===== config.mk =====
export PLATFORM = sky130hd
export DESIGN_NAME = microsequencer
export DESIGN_NICKNAME = d
export VERILOG_FILES = /design/src/rtl/microsequencer_pkg.sv /design/src/rtl/microsequencer_stack.sv /design/src/rtl/microsequencer.sv
export SDC_FILE = /design/constraint.sdc
export NUM_CORES = 1
export LEC_CHECK = 0
export ABC_AREA = 1
export BUFFER_PORTS_ARGS = -buffer_cell sky130_fd_sc_hd__buf_2
export CAP_MARGIN = 10
export CORE_MARGIN = 3
export CORE_UTILIZATION = 55
export CTS_BUF_LIST = sky130_fd_sc_hd__clkbuf_16
export CTS_CLUSTER_DIAMETER = 80
export DETAILED_ROUTE_END_ITERATION = 10
export PLACE_DENSITY = 0.69
export SETUP_SLACK_MARGIN = 0.2
export SLEW_MARGIN = 15
export SYNTH_ARGS = -nofsm -noshare
export SYNTH_HDL_FRONTEND = slang
export SYNTH_SLANG_ARGS = --single-unit

===== constraint.sdc =====
create_clock -name clock -period 4.35 [get_ports clock]
set_clock_uncertainty 0.15 [all_clocks]
set_input_delay 0.87 -clock clock [delete_from_list [all_inputs] [get_ports clock]]
set_output_delay 0.87 -clock clock [all_outputs]
set_load 0.01 [all_outputs]

===== src/rtl/microsequencer_pkg.sv =====
// Shared opcodes and sizing helpers for the microprogram sequencer.
// Opcode numbering follows the Am2910 instruction set.
package microsequencer_pkg;

  localparam logic [3:0] OP_JZ   = 4'd0;
  localparam logic [3:0] OP_CJS  = 4'd1;
  localparam logic [3:0] OP_JMAP = 4'd2;
  localparam logic [3:0] OP_CJP  = 4'd3;
  localparam logic [3:0] OP_PUSH = 4'd4;
  localparam logic [3:0] OP_JSRP = 4'd5;
  localparam logic [3:0] OP_CJV  = 4'd6;
  localparam logic [3:0] OP_JRP  = 4'd7;
  localparam logic [3:0] OP_RFCT = 4'd8;
  localparam logic [3:0] OP_RPCT = 4'd9;
  localparam logic [3:0] OP_CRTN = 4'd10;
  localparam logic [3:0] OP_CJPP = 4'd11;
  localparam logic [3:0] OP_LDCT = 4'd12;
  localparam logic [3:0] OP_LOOP = 4'd13;
  localparam logic [3:0] OP_CONT = 4'd14;
  localparam logic [3:0] OP_TWB  = 4'd15;

  function automatic int sp_width(input int depth);
    return $clog2(depth + 1);
  endfunction

endpackage


===== src/rtl/microsequencer_stack.sv =====
// Subroutine/loop LIFO: a push when full overwrites the last entry,
// a pop when empty does nothing, TOP reads 0 when empty.
module microsequencer_stack
  import microsequencer_pkg::*;
#(
  parameter int AW    = 11,
  parameter int DEPTH = 5
) (
  input  logic          clock,
  input  logic          reset,
  input  logic          push,
  input  logic          pop,
  input  logic          clear,
  input  logic [AW-1:0] din,
  output logic [AW-1:0] top,
  output logic          full,
  output logic          empty
);

  localparam int SW = sp_width(DEPTH);
  localparam logic [SW-1:0] MAX  = SW'(DEPTH);
  localparam logic [SW-1:0] LAST = SW'(DEPTH - 1);

  logic [AW-1:0] mem [DEPTH];
  logic [SW-1:0] sp;

  assign full  = sp == MAX;
  assign empty = sp == '0;
  assign top   = empty ? '0 : mem[sp - 1'b1];

  always_ff @(posedge clock or negedge reset) begin
    if (!reset) begin
      sp <= '0;
      for (int i = 0; i < DEPTH; i++) mem[i] <= '0;
    end else if (clear) begin
      sp <= '0;
    end else if (push) begin
      if (full) begin
        mem[LAST] <= din;
      end else begin
        mem[sp] <= din;
        sp      <= sp + 1'b1;
      end
    end else if (pop && !empty) begin
      sp <= sp - 1'b1;
    end
  end

endmodule


===== src/rtl/microsequencer.sv =====
// Am2910-style microprogram sequencer: next-address mux, uPC,
// loop counter R and subroutine stack feeding the microcode ROM.
module microsequencer
  import microsequencer_pkg::*;
#(
  parameter int AW    = 11,
  parameter int DEPTH = 5
) (
  input  logic          clock,
  input  logic          reset,
  input  logic [3:0]    instr,
  input  logic          cc,
  input  logic          ccen,
  input  logic [AW-1:0] d,
  input  logic          ld_r,
  input  logic          ci,
  output logic [AW-1:0] y,
  output logic          pl_en,
  output logic          map_en,
  output logic          vect_en,
  output logic          full,
  output logic          empty
);

  logic [AW-1:0] upc;
  logic [AW-1:0] r;
  logic [AW-1:0] top;
  logic [15:0]   op;
  logic          pass;
  logic          r0;
  logic          push;
  logic          pop;
  logic          clear;
  logic          r_load;
  logic          r_dec;

  assign pass = ~ccen | cc;
  assign r0   = r == '0;
  assign op   = 16'(1) << instr;

  always_comb begin
    y       = upc;
    pl_en   = 1'b1;
    map_en  = 1'b0;
    vect_en = 1'b0;
    push    = 1'b0;
    pop     = 1'b0;
    clear   = 1'b0;
    r_load  = 1'b0;
    r_dec   = 1'b0;
    unique case (1'b1)
      op[OP_JZ]: begin
        y     = '0;
        clear = 1'b1;
      end
      op[OP_CJS]: if (pass) begin
        y    = d;
        push = 1'b1;
      end
      op[OP_JMAP]: begin
        y      = d;
        pl_en  = 1'b0;
        map_en = 1'b1;
      end
      op[OP_CJP]: if (pass) y = d;
      op[OP_PUSH]: begin
        push   = 1'b1;
        r_load = pass;
      end
      op[OP_JSRP]: begin
        push = 1'b1;
        y    = pass ? d : r;
      end
      op[OP_CJV]: begin
        y       = pass ? d : upc;
        pl_en   = 1'b0;
        vect_en = 1'b1;
      end
      op[OP_JRP]: y = pass ? d : r;
      op[OP_RFCT]: begin
        if (!r0) begin
          y     = top;
          r_dec = 1'b1;
        end else begin
          pop = 1'b1;
        end
      end
      op[OP_RPCT]: if (!r0) begin
        y     = d;
        r_dec = 1'b1;
      end
      op[OP_CRTN]: if (pass) begin
        y   = top;
        pop = 1'b1;
      end
      op[OP_CJPP]: if (pass) begin
        y   = d;
        pop = 1'b1;
      end
      op[OP_LDCT]: r_load = 1'b1;
      op[OP_LOOP]: begin
        if (pass) pop = 1'b1;
        else y = top;
      end
      op[OP_CONT]: ;
      op[OP_TWB]: begin
        // Exhausted count always pops; otherwise only a pass exits
        pop   = r0 | pass;
        r_dec = !r0;
        if (r0) y = pass ? upc : d;
        else if (!pass) y = top;
      end
      default: ;
    endcase
  end

  always_ff @(posedge clock or negedge reset) begin
    if (!reset) begin
      upc <= '0;
      r   <= '0;
    end else begin
      upc <= y + AW'(ci);
      if (ld_r || r_load) r <= d;
      else if (r_dec) r <= r - 1'b1;
    end
  end

  microsequencer_stack #(
    .AW   (AW),
    .DEPTH(DEPTH)
  ) u_stack (
    .clock(clock),
    .reset(reset),
    .push (push),
    .pop  (pop),
    .clear(clear),
    .din  (upc),
    .top  (top),
    .full (full),
    .empty(empty)
  );

endmodule


==> reports/summary.txt <==
Final nets: 1,013
Post-synthesis mux area share: 0
Commonest cells post-synth: nand2_1, inv_1, nor2_1
Synthesized area: 6070 µm²
First-pass GRT wire length: 28.6 mm
Initial Util: 0.578
CP max FO: 14
Post-CTS Setup Inserts: 0
Fin crit share: 0.909
Cts hold-fix bufs: 0
Tot GR Track Use: 0.284
Post-synthesis sequential area ratio: 0.330
Endpoint of the worst-slack reg-to-reg timing path: upc[10]$_DFF_PN0_
Worst hold margin: 0.332 ns
CP Capture Type: output pin
Routed WL: 17.3 mm
Post-Synth XOR/XNOR Area: 0.0229
Remaining Overflow, GRT: 0
Syn Area/Cell: 6.31 µm²
GP Congestion: 0.927
Count leader, synth: nand2_1
P&R area growth vs syn: 9.09%
Hold Path Sink: u_stack.mem[31]$_DFFE_PN0P_
TritonCTS buffer count: 9
CP required: 3.33 ns
Clk buf depth: 2
Cell variety after synth: 45
Synth Area in Simple Gates: 0.385
Worst-skew pair later-pin latency: 0.34 ns
Row count: 37
Ant. Diodes: 0
Core area: 10,500 µm²
Post-route design area: 6620 µm²
Main combinational cell family by area after synthesis: simple AND/OR/NAND/NOR gates
Clock sinks: 80
Dpl hpwl: 12.3 mm
Final ANT Viol Nets: 0
Worst hold path type: flop to flop
Finish-stage setup viols: 0
FF-to-FF path depth: 22
Post-synthesis adder-cell area fraction: 0.0144
Leak: 0.00357 µW
Top cell type's share of synthesized area: 0.330
Die Height: 111 µm
Yosys top cell by area: dfrtp_1
Outcome: complete, no violations
Max Fclk: 0.253 GHz
Data arrival, critical path: 2.93 ns
Pwr/cell area: 574 nW/µm²
Initial antenna violation count: 0
Slew HR: 0.306
FFs w/ async S/R, synth: 1.00
Synth Register Bits: 80
Via count: 6,224
Critical path type: flop to output pin
Die area: 12,300 µm²
Min Tclk post-route: 3.95 ns
CTS H-tree depth: 3
Fin cells: 1,126
Dpl cell area: 6290 µm²
Yosys warning count: 0
Vias in the first global route: 5,844
Dominant cells by area after synthesis: dfrtp_1, nand2_1, inv_1, o21ai_0, nor2_1
Input/output buffers: 36
Routed WL per cell: 15.3 µm
Post-synth EDFFs: 0
Worst slew pin tran: 1.04 ns
Compound-Gate Fraction of Synth Area: 0.125
Drt initial violations: 709
HP Start: u_stack.mem[31]$_DFFE_PN0P_
FF-to-FF setup slack: 0.63 ns
Largest net degree at the start of global routing: 81
Setup TNS: 0 ns
RSZ-0062 raised after global routing: true
Residual DRC count: 0
Post-synthesis cell count: 963
Ys flop type: dfrtp_1
Dpl cells: 1,110
Max Slew Vio Count: 0
CTS tree: yes
Total nets after synthesis: 991
CTS root buffer: clkbuf_16
1st-pass router iterations: 5
Via density: 5.53
Chip width: 111 µm
Reg-to-Reg Start: u_stack.sp[1]$_DFFE_PN0P_
Fraction of layout cells with a size suffix above 1: 0.119
Final hold vios: 0
Type of origin of the critical path: flop
Peak supply drop: 0.000391 V
Total of fill cells in the finished design: 964
Io pins: 37
Max cap viols: 0
Clock slew seen by the registers of the worst setup and hold paths: 0.07 ns
Worst Hold Depth: 2
layout by cell type, fill, tap and decap left out, types with 2 or more instances in the layout:
cell / netlist / final
o31ai_1: 12 / 12
o22ai_1: 3 / 3
nand4_1: 7 / 7
o21bai_1: 2 / 2
xor2_1: 12 / 12
nor2_1: 81 / 81
clkinv_1: 2 / 3
nor3_1: 5 / 5
o21ai_0: 74 / 74
o211ai_1: 10 / 10
buf_2: 13 / 35
ha_1: 7 / 7
nand3_2: 3 / 3
o221ai_1: 5 / 5
nor2_4: 2 / 2
nand3b_1: 2 / 2
nand2_2: 16 / 16
a21oi_2: 2 / 2
nor2_2: 6 / 6
xnor2_1: 2 / 2
or2_2: 7 / 7
clkbuf_16: 0 / 9
nor4_1: 2 / 2
a21oi_1: 11 / 11
bufinv_16: 0 / 2
buf_4: 8 / 21
nand2_1: 376 / 376
a31oi_1: 2 / 2
dfrtp_1: 80 / 80
nand3_1: 56 / 56
clkinvlp_4: 0 / 2
inv_1: 115 / 114
inv_2: 6 / 6
worst max path at each step:
stage	from	end	slack (ns)	cells past startpoint
after detailed placement	instr[0]	upc[10]$_DFF_PN0_	0.54	16
after CTS	u_stack.sp[1]$_DFFE_PN0P_	y[0]	0.28	13
after global routing	u_stack.sp[1]$_DFFE_PN0P_	y[9]	0.18	16
final	u_stack.sp[1]$_DFFE_PN0P_	y[0]	0.40	14
after floorplan	u_stack.sp[0]$_DFFE_PN0P_	upc[10]$_DFF_PN0_	0.80	26
after global placement	ccen	y[8]	0.70	16
metrics by stage:
stage	total power, µW	worst slack, ns	utilization
floorplan	2540	0.805	-
global placement	2910	0.699	0.599
detailed placement	2970	0.542	0.599
CTS	3800	0.275	0.629
global route	4130	0.181	0.630
finish	3800	0.397	0.630
layout make-up:
| type | instances | area, µm² | area share |
|---|---|---|---|
| clock inverters | 7 | 93.8 | 0.0142 |
| flip-flops and latches | 80 | 2000 | 0.302 |
| clock buffers | 9 | 225 | 0.0340 |
| multi-input cells | 715 | 3330 | 0.503 |
| repair buffers | 56 | 333 | 0.0502 |
| well taps | 136 | 170 | 0.0257 |
| inverters | 123 | 465 | 0.0703 |
routing by layer:
metal | GRT usage | routed length, µm | part of all wire
met4 | 0.120 | 635 | 0.037
met3 | 0.0420 | 1130 | 0.066
met5 | 0 | 0 | 0
met2 | 0.474 | 8130 | 0.47
met1 | 0.370 | 7390 | 0.43
flip-flops by register name, indices dropped and copies added, names as in the netlist:
register / flops
r: 11
upc: 11
u_stack.mem: 55
u_stack.sp: 3
what timing repair did:
item / in CTS / in global routing
setup endpoints to repair: 0 / 2
gates resized for setup: 0 / 2
endpoints found under the hold margin: 0 / 0
critical path, stage by stage, from the launching register on:
cell,delay (ns)
dfrtp_1,0.44
inv_1,0.16
ha_1,0.36
buf_4,0.22
nor2_1,0.12
o21ai_0,0.10
nand2_1,0.09
nand2_1,0.04
o21ai_0,0.08
nand2_1,0.12
nand2_1,0.10
a22o_1,0.13
o21ai_0,0.10
a32oi_2,0.33
buf_2,0.19
power breakdown:
group / switching [µW] / internal (µW) / total (µW)
clock: 314 / 503 / 816
combinational: 1240 / 561 / 1800
sequential: 166 / 1020 / 1180
logic make-up (layout without fill, tap and decap cells):
kind of cell	after synthesis	after routing
AND/OR/NAND/NOR	564	564
AO/OA/AOI/OAI	129	129
buffers and inverters	168	195
adder cells (fa/ha/maj)	7	7
flip-flops	80	80
XOR/XNOR	15	15
Power figures use the tool's default switching activity.
